[src/rtl/maze_noc_pkg.sv]
// maze_noc_pkg: shared flit type, port indices and age width for the mesh link arbiter
`ifndef ID_W
`define ID_W 8
`endif
package maze_noc_pkg;
  localparam int FLIT_TYPE_W = 2;
  localparam int FLIT_DATA_W = 32;
  localparam int AGE_MAX_DEF = 15;
  localparam int AGE_W = $clog2(AGE_MAX_DEF + 1);
  localparam logic [1:0] PORT_LOCAL = 2'd0;
  localparam logic [1:0] PORT_X = 2'd1;
  localparam logic [1:0] PORT_Y = 2'd2;
  typedef struct packed {
    logic qos;
    logic [FLIT_TYPE_W-1:0] typ;
    logic [`ID_W-1:0] src;
    logic [`ID_W-1:0] tgt;
    logic [FLIT_DATA_W-1:0] data;
  } flit_t;
endpackage

[src/rtl/maze_rr_pick.sv]
// maze_rr_pick: rotating-priority one-hot picker starting at ptr
module maze_rr_pick #(
  parameter int N = 3,
  parameter int PW = $clog2(N)
) (
  input  logic [N-1:0]  mask,
  input  logic [PW-1:0] ptr,
  output logic [N-1:0]  gnt
);
  // scan offsets from farthest to nearest so the nearest set bit at or after ptr wins
  always_comb begin
    gnt = '0;
    for (int k = N - 1; k >= 0; k--) begin
      if (mask[(int'(ptr) + k) % N]) begin
        gnt = '0;
        gnt[(int'(ptr) + k) % N] = 1'b1;
      end
    end
  end
endmodule

[src/rtl/maze_link_arb.sv]
// maze_link_arb: aging/QoS/round-robin output-link arbiter with credit flow control
`ifndef ID_W
`define ID_W 8
`endif
module maze_link_arb
  import maze_noc_pkg::*;
#(
  parameter int NUM_REQ = 3,
  parameter int DATA_W = 32,
  parameter int TYPE_W = 2,
  parameter int CREDITS = 4,
  parameter int AGE_MAX = 15
) (
  input  logic                          clk,
  input  logic                          rst,
  input  logic                          link_en,
  input  logic [NUM_REQ-1:0]            req_vld,
  input  logic [NUM_REQ-1:0]            req_qos,
  input  logic [NUM_REQ*TYPE_W-1:0]     req_type,
  input  logic [NUM_REQ*`ID_W-1:0]      req_src,
  input  logic [NUM_REQ*`ID_W-1:0]      req_tgt,
  input  logic [NUM_REQ*DATA_W-1:0]     req_data,
  output logic [NUM_REQ-1:0]            req_rdy,
  output logic                          out_vld,
  output logic                          out_qos,
  output logic [TYPE_W-1:0]             out_type,
  output logic [`ID_W-1:0]              out_src,
  output logic [`ID_W-1:0]              out_tgt,
  output logic [DATA_W-1:0]             out_data,
  input  logic                          crd_rtn,
  output logic [$clog2(CREDITS+1)-1:0]  crd_cnt,
  output logic [$clog2(NUM_REQ)-1:0]    grant_idx,
  output logic                          crd_err
);
  localparam int PW = $clog2(NUM_REQ);
  localparam int CW = $clog2(CREDITS + 1);
  localparam int AW = $clog2(AGE_MAX + 1);
  logic [NUM_REQ-1:0] elig, urg, mask, pick;
  logic gnt;
  logic [PW-1:0] gidx;
  logic [CW-1:0] crd_q, crd_d;
  logic err_q, err_d;
  logic [PW-1:0] rr_q, rr_d, gidx_q, gidx_d;
  logic [NUM_REQ-1:0][AW-1:0] age_q, age_d;
  logic out_vld_q, out_vld_d, out_qos_q, out_qos_d;
  logic [TYPE_W-1:0] out_type_q, out_type_d;
  logic [`ID_W-1:0] out_src_q, out_src_d, out_tgt_q, out_tgt_d;
  logic [DATA_W-1:0] out_data_q, out_data_d;
  // eligible requesters split into urgent / high-qos / normal; only the top non-empty class competes
  always_comb begin
    elig = (rst || !link_en || crd_q == '0) ? '0 : req_vld;
    for (int i = 0; i < NUM_REQ; i++) urg[i] = age_q[i] == AW'(AGE_MAX);
    mask = |(elig & urg) ? (elig & urg) : |(elig & req_qos) ? (elig & req_qos) : elig;
  end
  maze_rr_pick #(.N(NUM_REQ), .PW(PW)) u_pick (.mask(mask), .ptr(rr_q), .gnt(pick));
  assign req_rdy = pick;
  // one-hot grant to index
  always_comb begin
    gnt = |pick;
    gidx = '0;
    for (int i = 0; i < NUM_REQ; i++) if (pick[i]) gidx = PW'(i);
  end
  // next state: output capture, pointer, credits and per-requester ages
  always_comb begin
    out_vld_d = gnt;
    out_qos_d = gnt ? req_qos[gidx] : out_qos_q;
    out_type_d = gnt ? req_type[gidx*TYPE_W +: TYPE_W] : out_type_q;
    out_src_d = gnt ? req_src[gidx*`ID_W +: `ID_W] : out_src_q;
    out_tgt_d = gnt ? req_tgt[gidx*`ID_W +: `ID_W] : out_tgt_q;
    out_data_d = gnt ? req_data[gidx*DATA_W +: DATA_W] : out_data_q;
    gidx_d = gnt ? gidx : gidx_q;
    rr_d = !gnt ? rr_q : (gidx == PW'(NUM_REQ - 1)) ? '0 : gidx + 1'b1;
    crd_d = !link_en ? CW'(CREDITS)
          : (gnt && !crd_rtn) ? crd_q - 1'b1
          : (!gnt && crd_rtn && crd_q != CW'(CREDITS)) ? crd_q + 1'b1
          : crd_q;
    err_d = err_q | (link_en & crd_rtn & ~gnt & (crd_q == CW'(CREDITS)));
    for (int i = 0; i < NUM_REQ; i++)
      age_d[i] = (!req_vld[i] || pick[i]) ? '0 : (age_q[i] == AW'(AGE_MAX)) ? age_q[i] : age_q[i] + 1'b1;
  end
  // state registers; reset drops any in-flight flit and reloads credits
  always_ff @(posedge clk) begin
    if (rst) begin
      out_vld_q <= 1'b0;
      out_qos_q <= 1'b0;
      out_type_q <= '0;
      out_src_q <= '0;
      out_tgt_q <= '0;
      out_data_q <= '0;
      gidx_q <= '0;
      rr_q <= PW'(PORT_LOCAL);
      crd_q <= CW'(CREDITS);
      err_q <= 1'b0;
      age_q <= '0;
    end else begin
      out_vld_q <= out_vld_d;
      out_qos_q <= out_qos_d;
      out_type_q <= out_type_d;
      out_src_q <= out_src_d;
      out_tgt_q <= out_tgt_d;
      out_data_q <= out_data_d;
      gidx_q <= gidx_d;
      rr_q <= rr_d;
      crd_q <= crd_d;
      err_q <= err_d;
      age_q <= age_d;
    end
  end
  assign out_vld = out_vld_q;
  assign out_qos = out_qos_q;
  assign out_type = out_type_q;
  assign out_src = out_src_q;
  assign out_tgt = out_tgt_q;
  assign out_data = out_data_q;
  assign grant_idx = gidx_q;
  assign crd_cnt = crd_q;
  assign crd_err = err_q;
endmodule

[config.mk]
export PLATFORM = sky130hd
export DESIGN_NAME = maze_link_arb
export DESIGN_NICKNAME = d
export VERILOG_FILES = /design/src/rtl/maze_noc_pkg.sv /design/src/rtl/maze_rr_pick.sv /design/src/rtl/maze_link_arb.sv
export SDC_FILE = /design/constraint.sdc
export NUM_CORES = 1
export LEC_CHECK = 0
export ABC_CLOCK_PERIOD_IN_PS = 4100
export BUFFER_PORTS_ARGS = -buffer_cell sky130_fd_sc_hd__buf_4
export CAP_MARGIN = 10
export CORE_AREA = 4 4 97 99
export CTS_CLUSTER_DIAMETER = 40
export CTS_CLUSTER_SIZE = 30
export DETAILED_ROUTE_END_ITERATION = 8
export DIE_AREA = 0 0 101 103
export PLACE_DENSITY = 0.86
export SYNTH_ARGS = -nofsm -noshare
export SYNTH_HDL_FRONTEND = slang
export SYNTH_HIERARCHICAL = 1
export SYNTH_SLANG_ARGS = --single-unit
export TNS_END_PERCENT = 1
[constraint.sdc]
create_clock -name clk -period 4.1 [get_ports clk]
set_clock_uncertainty 0.15 [all_clocks]
set_input_delay 0.615 -clock clk [delete_from_list [all_inputs] [get_ports clk]]
set_output_delay 0.615 -clock clk [all_outputs]
set_load 0.02 [all_outputs]
# Yosys cells after proc, flatten, opt, wreduce, memory -nomap -nowiden
# Index checks and enable logic that the tools add are counted.
[op_classes]
n_bitwise = 8
n_reduce_logical = 26
div_mod_pow = 3
n_mux = 28
n_shift = 4
n_lt_le_gt_ge = 7
n_eq_ne = 6
add_sub_neg = 8
[ops]
columns = ["operator", "count"]
rows = [
  ["$ge A32 B1 Y1 const B", 3],
  ["$lt A32 B4 Y1 const B", 3],
  ["$shiftx A96 B8 Y32", 1],
  ["$mod A32 B3 Y32 const B", 2],
  ["$shiftx A24 B6 Y8", 2],
  ["$mod A3 B3 Y32 const B", 1],
  ["$mux W3", 8],
  ["$add A4 B1 Y4 const B", 3],
  ["$eq A4 B4 Y1 const B", 3],
  ["$mux W1", 11],
  ["$reduce_or A3 Y1", 3],
  ["$bmux W1 S2", 4],
  ["$reduce_or A2 Y1", 4],
  ["$and A3 B3 Y3", 2],
  ["$demux W1 S2", 3],
  ["$logic_and A1 B1 Y1", 6],
  ["$logic_not A1 Y1", 6],
  ["$shiftx A6 B4 Y2", 1],
  ["$logic_or A1 B1 Y1", 5],
  ["$mux W2", 2],
  ["$add A2 B1 Y3 const B", 1],
  ["$add A2 B2 Y3 const B", 1],
  ["$add A3 B1 Y3 const B", 1],
  ["$and A1 B1 Y1", 3],
  ["10 further kinds", 11],
]
[totals]
ff_bits = 72
output_inout_bits = 61
input_bits = 160

# Longest topological paths before layout
[depth]
word_depth = 20
depth_mapped = 15
ltp_nobuf = 15

# By module
# Netlist, hierarchy kept.
[modules_own_cells]
columns = ["mod", "seq_area_each_um2", "cells_each", "instances", "area_per_inst_um2"]
rows = [
  ["maze_link_arb", 1421.4, 404, 1, 3410.8],
  ["maze_rr_pick", 0.0, 32, 1, 252.7],
]

# Worst setup path after synthesis
# Ideal clock, no wire load.
[synth_path]
path_kind = "input port to flip-flop"
from = "input port rst"
to = "register crd_q[1], in the netlist crd_cnt[1]"
setup_slack_ns = 0.364
setup_ns = 0.070
arrival_time_ns = 3.516
t_required_ns = 3.880
stages = 15
cell_sequence = "clkbuf_1 clkinv_1 nand2_1 nor2_1 and3_1 mux2i_1 o22ai_2 a221oi_1 o21ai_2 or3_4 nand2b_1 fa_1 a211oi_2 o21ai_1 a21oi_1"
[synth_via]
elab_chain_len = 18
[synth_lines]
columns = ["element", "line", "rtl"]
rows = [
  ["from (decl)", "maze_link_arb.sv:15", "input logic rst,"],
  ["$logic_or A1 B1 Y1 * (2 in series)", "maze_link_arb.sv:51", "elig = (rst || !link_en || crd_q == '0) ? '0 : req_vld;"],
  ["$mux W3 *", "maze_link_arb.sv:51", ""],
  ["$and A3 B3 Y3", "maze_link_arb.sv:53", "mask = |(elig & urg) ? (elig & urg) : |(elig & req_qos) ? (elig & req_qos) : elig;"],
  ["$reduce_or A3 Y1", "maze_link_arb.sv:53", ""],
  ["$mux W3", "maze_link_arb.sv:53", ""],
  ["$mux W3 *", "maze_link_arb.sv:53", ""],
  ["via mask[1]", "maze_link_arb.sv:38", "logic [NUM_REQ-1:0] elig, urg, mask, pick;"],
  ["$bmux W1 S2", "maze_rr_pick.sv:14", "if (mask[(int'(ptr) + k) % N]) begin"],
  ["$mux W1 (not written as such) (2 in series)", "maze_rr_pick.sv:14", ""],
  ["$mux W3 (2 in series)", "maze_rr_pick.sv:14", ""],
  ["$mux W3 *", "maze_rr_pick.sv:14", ""],
  ["via req_rdy[0]", "maze_link_arb.sv:23", "output logic [NUM_REQ-1:0] req_rdy,"],
  ["$reduce_or A3 Y1 *", "maze_link_arb.sv:59", "gnt = |pick;"],
  ["$logic_not A1 Y1", "maze_link_arb.sv:75", ": (!gnt && crd_rtn && crd_q != CW'(CREDITS)) ? crd_q + 1'b1"],
  ["$logic_and A1 B1 Y1 (2 in series)", "maze_link_arb.sv:75", ""],
  ["$reduce_bool A2 Y1 (no line)", "--", ""],
  ["to (signal assigned)", "maze_link_arb.sv:92", "crd_q <= CW'(CREDITS);"],
  ["to (signal assigned)", "maze_link_arb.sv:104", "crd_q <= crd_d;"],
  ["to (decl)", "maze_link_arb.sv:41", "logic [CW-1:0] crd_q, crd_d;"],
]
# Mark *: on every way through the listed nets, which the timed path passes. The rest lies on a longest branch. The select of a mux whose other input is x is not followed.
# A chain may end at the register's enable or synchronous reset.

# Worst setup path in the final report
[layout_path]
from = "register age_q[8] (netlist bit)"
to = "register crd_q[1], in the netlist crd_cnt[1]"
[layout_via]
elab_chain_len = 15
[layout_lines]
columns = ["element", "line", "rtl"]
rows = [
  ["from (decl)", "maze_link_arb.sv:44", "logic [NUM_REQ-1:0][AW-1:0] age_q, age_d;"],
  ["from (signal assigned)", "maze_link_arb.sv:106", "age_q <= age_d;"],
  ["$eq A4 B4 Y1 *", "maze_link_arb.sv:52", "for (int i = 0; i < NUM_REQ; i++) urg[i] = age_q[i] == AW'(AGE_MAX);"],
  ["$and A3 B3 Y3 *", "maze_link_arb.sv:53", ""],
  ["$reduce_or A3 Y1 *", "maze_link_arb.sv:53", ""],
  ["$mux W3 *", "maze_link_arb.sv:53", ""],
  ["via mask[1]", "maze_link_arb.sv:38", ""],
  ["$bmux W1 S2", "maze_rr_pick.sv:14", ""],
  ["$mux W1 (not written as such) (2 in series)", "maze_rr_pick.sv:14", ""],
  ["$mux W3 (2 in series)", "maze_rr_pick.sv:14", ""],
  ["$mux W3 *", "maze_rr_pick.sv:14", ""],
  ["$reduce_or A3 Y1 *", "maze_link_arb.sv:59", ""],
  ["$logic_not A1 Y1", "maze_link_arb.sv:75", ""],
  ["$logic_and A1 B1 Y1 (2 in series)", "maze_link_arb.sv:75", ""],
  ["$reduce_bool A2 Y1 (no line)", "--", ""],
]
# Marks and branches as above.

==> impl_results.md <==
- Worst-path clk slew: 80 ps
- Worst-path fanout max: 23
- Largest area contributor in the netlist: dfxtp_1
- Clock sinks: 71
- WL/cell: 17.47 µm
- Die ar.: 10400 µm²
- Post-synthesis sequential area ratio: 38.80%
- Synthesized area: 3664 µm²
- # Max-Cap Violations: 0
- Synthesized netlist cell count: 436
- Most common flop cell mapped by yosys: dfxtp_1
- Hold Buf Count CTS: 0
- CP Launch Type: flip-flop
- Final setup fails: 0
- Slew Limit Fails: 0
- Nets: 807
- Chip height: 103 µm
- HP Class: flip-flop to flip-flop
- TNS Setup: 0 ps
- Outcome: finished, final reports clean
- DRT Wirelength: 13140 µm
- Share of cells above drive strength 1: 40.06%
- Layout area overhead: 51.06%
- Final worst path period share: 92.36%
- CP max-delay cell: or3_4
- Critical path arrival: 3910 ps
- Max Fclk: 0.2641 GHz
- Async S/R FF share, synth: 0%
- VDD IR-drop max: 0.2112 mV
- Antenna cells: 0
- DRT Pass-1 Iters: 5
- Number of instances in the placed design: 735
- Via Count: 4310
- CTS tree: built
- Worst Max-Slew Pin Slew: 618.0 ps
- Largest net degree at the start of global routing: 79
- Core area: 8551 µm²
- Most common cell after layout, fill and taps aside: buf_4
- Initial Utilization: 42.84%
- Setup CP Type: flip-flop to flip-flop
- CP bufs+invs: 0
- Post-CTS Setup Bufs: 0
- Place WS: 57.15 ps
- PortBufs: 220
- RSZ-0062 raised after global routing: false
- Global-route wire length before repair: 19930 µm
- Hold Fails Final Rpt: 0
- Starting DRT DRC Count: 155
- Vias in the first global route: 4286
- Io pins: 221
- Nature of the critical path endpoint: flip-flop
- CTS root buffer: clkbuf_8
- Most frequent cells in the layout: 227 x buf_4, 71 x dfxtp_1, 60 x a21oi_1, 39 x o221ai_1, 37 x nor2_1
- Clk_lat worst skew: 340 ps
- Post-synth EDFFs: 0
- Cell Pwr Density: 427.0 nW/µm²
- H-tree levels: 3
- Grt total ovfl: 0
- CP top delay family: simple AND/OR/NAND/NOR gates
- Flops & latches, synth: 71
- Initial antenna violation count: 0
- Global-route usage over all layers: 23.83%
- Post-Layout Cell Count: 752
- Max stage delay on crit path: 490 ps
- DRC Markers: 0
- Synth area leaders: dfxtp_1 39%, o221ai_1 9.3%, a21oi_1 8.3%, o22ai_1 6.1%, nor2_1 3.8%
- Row cnt: 34
- Total CTS buffers: 9
- Routability Congestion: 0.8170
- Die Wd: 101 µm
- Top-area cell type share of the netlist area: 38.80%
- Post-DP HPWL: 9672 µm
- Cell breakdown of the critical path: ha_1, nand4_1, nand2_1, o21ai_0, and3_1, mux2i_1, o22ai_2, a221oi_2, o21ai_2, or3_4, nand2b_1, fa_1, a211oi_2, o21ai_1, a21oi_1
- Syn Area/Cell: 8.403 µm²
- Slew headroom: 58.54%
- Syn nets: 604
- Yosys cell types: 48
- CP required: 4220 ps
- Clk buf depth: 2
- Leak: 2.441 nW
- Worst Slack Setup Final: 313.3 ps
- Min Tclk post-route: 3787 ps
- ANT nets after route: 0
- Syn. warnings: 6
- Via density: 5.731
==> flip-flops by register name, summed over array words and instances (netlist names) <==
register / flops
out_vld: 1
out_tgt: 8
out_type: 2
crd_cnt: 3
rr_q: 1
out_qos: 1
out_data: 32
age_q: 12
grant_idx: 2
out_src: 8
crd_err: 1
==> path summary, 6_finish.rpt <==
path	slack, ps	cells after the start	from	endpoint
worst max-delay path	310	15	age_q[8]	crd_cnt[1]
worst min register to register	330	1	crd_err	crd_err
worst max register to register	310	15	age_q[8]	crd_cnt[1]
worst min-delay path	330	1	crd_err	crd_err
==> stage by stage <==
step	total power, mW	instance area (µm²)	util (%)	hold slack [ps]
after CTS	2.366	5508	64.41	338.6
after global placement	1.816	5324	62.26	305.6
final	2.363	5534	64.72	333.5
after global routing	2.492	5534	64.72	356.5
after detailed placement	1.848	5324	62.26	319.0
after floorplan	1.449	3664	-	333.0
==> per-layer routing <==
| metal | global-route usage, % | vias up | routed length (µm) |
|---|---|---|---|
| met4 | 10.63 | 0 | 320 |
| met2 | 43.29 | 202 | 6573 |
| met1 | 26.47 | 2018 | 5092 |
| li1 | - | 2065 | - |
| met3 | 5.616 | 25 | 1154 |
| met5 | 0 | - | 0 |
==> power breakdown <==
part           switching [mW]  internal, mW  total [mW]
combinational           0.519         0.431       0.951
clock                   0.270         0.251       0.520
sequential             0.0771         0.815       0.892
==> logic make-up after synthesis <==
| group | Yosys count | share of synthesized area, % |
|---|---|---|
| adder cells (fa/ha/maj) | 8 | 2.937 |
| AO/OA/AOI/OAI | 192 | 34.56 |
| AND/OR/NAND/NOR | 105 | 14.17 |
| multiplexers | 8 | 2.356 |
| XOR/XNOR | 4 | 0.9562 |
| flip-flops | 71 | 38.80 |
| buffers and inverters | 48 | 6.216 |
==> layout make-up <==
cell class                      count  area (µm²)
Sequential cell                    71        1421
Clock inverter                      5       32.53
Fill cell                         720        3017
Clock buffer                       11       151.4
Timing Repair Buffer              228        1724
Tap cell                          108       135.1
Multi-Input combinational cell    317        2024
Inverter                           12       45.04
==> synthesized netlist by cell type, types with 2 or more instances <==
cell       count
o22ai_1       36
mux2i_1        6
o221ai_1      39
a311oi_1       2
o21a_1        17
clkinv_1       2
o21ai_1        2
nand4_1        3
inv_2          2
a2111oi_0      2
nand2_1       26
o21ai_0       16
buf_2         11
inv_1          8
dfxtp_1       71
a211oi_1       5
nor2_1        37
nand3b_1       2
nor3_1         5
nand2b_1       3
o21ai_2        2
nor3b_1       11
nand3_1        9
a21oi_1       61
buf_6          4
and3_1         3
ha_1           7
a31oi_1        3
clkbuf_1      19
xnor2_1        4
==> repair_timing <==
action                                 CTS  global route
endpoints found under the hold margin    0             0
gates resized for setup                  0             1
setup endpoints to repair                0             1
(Power assumes the default switching activity.)
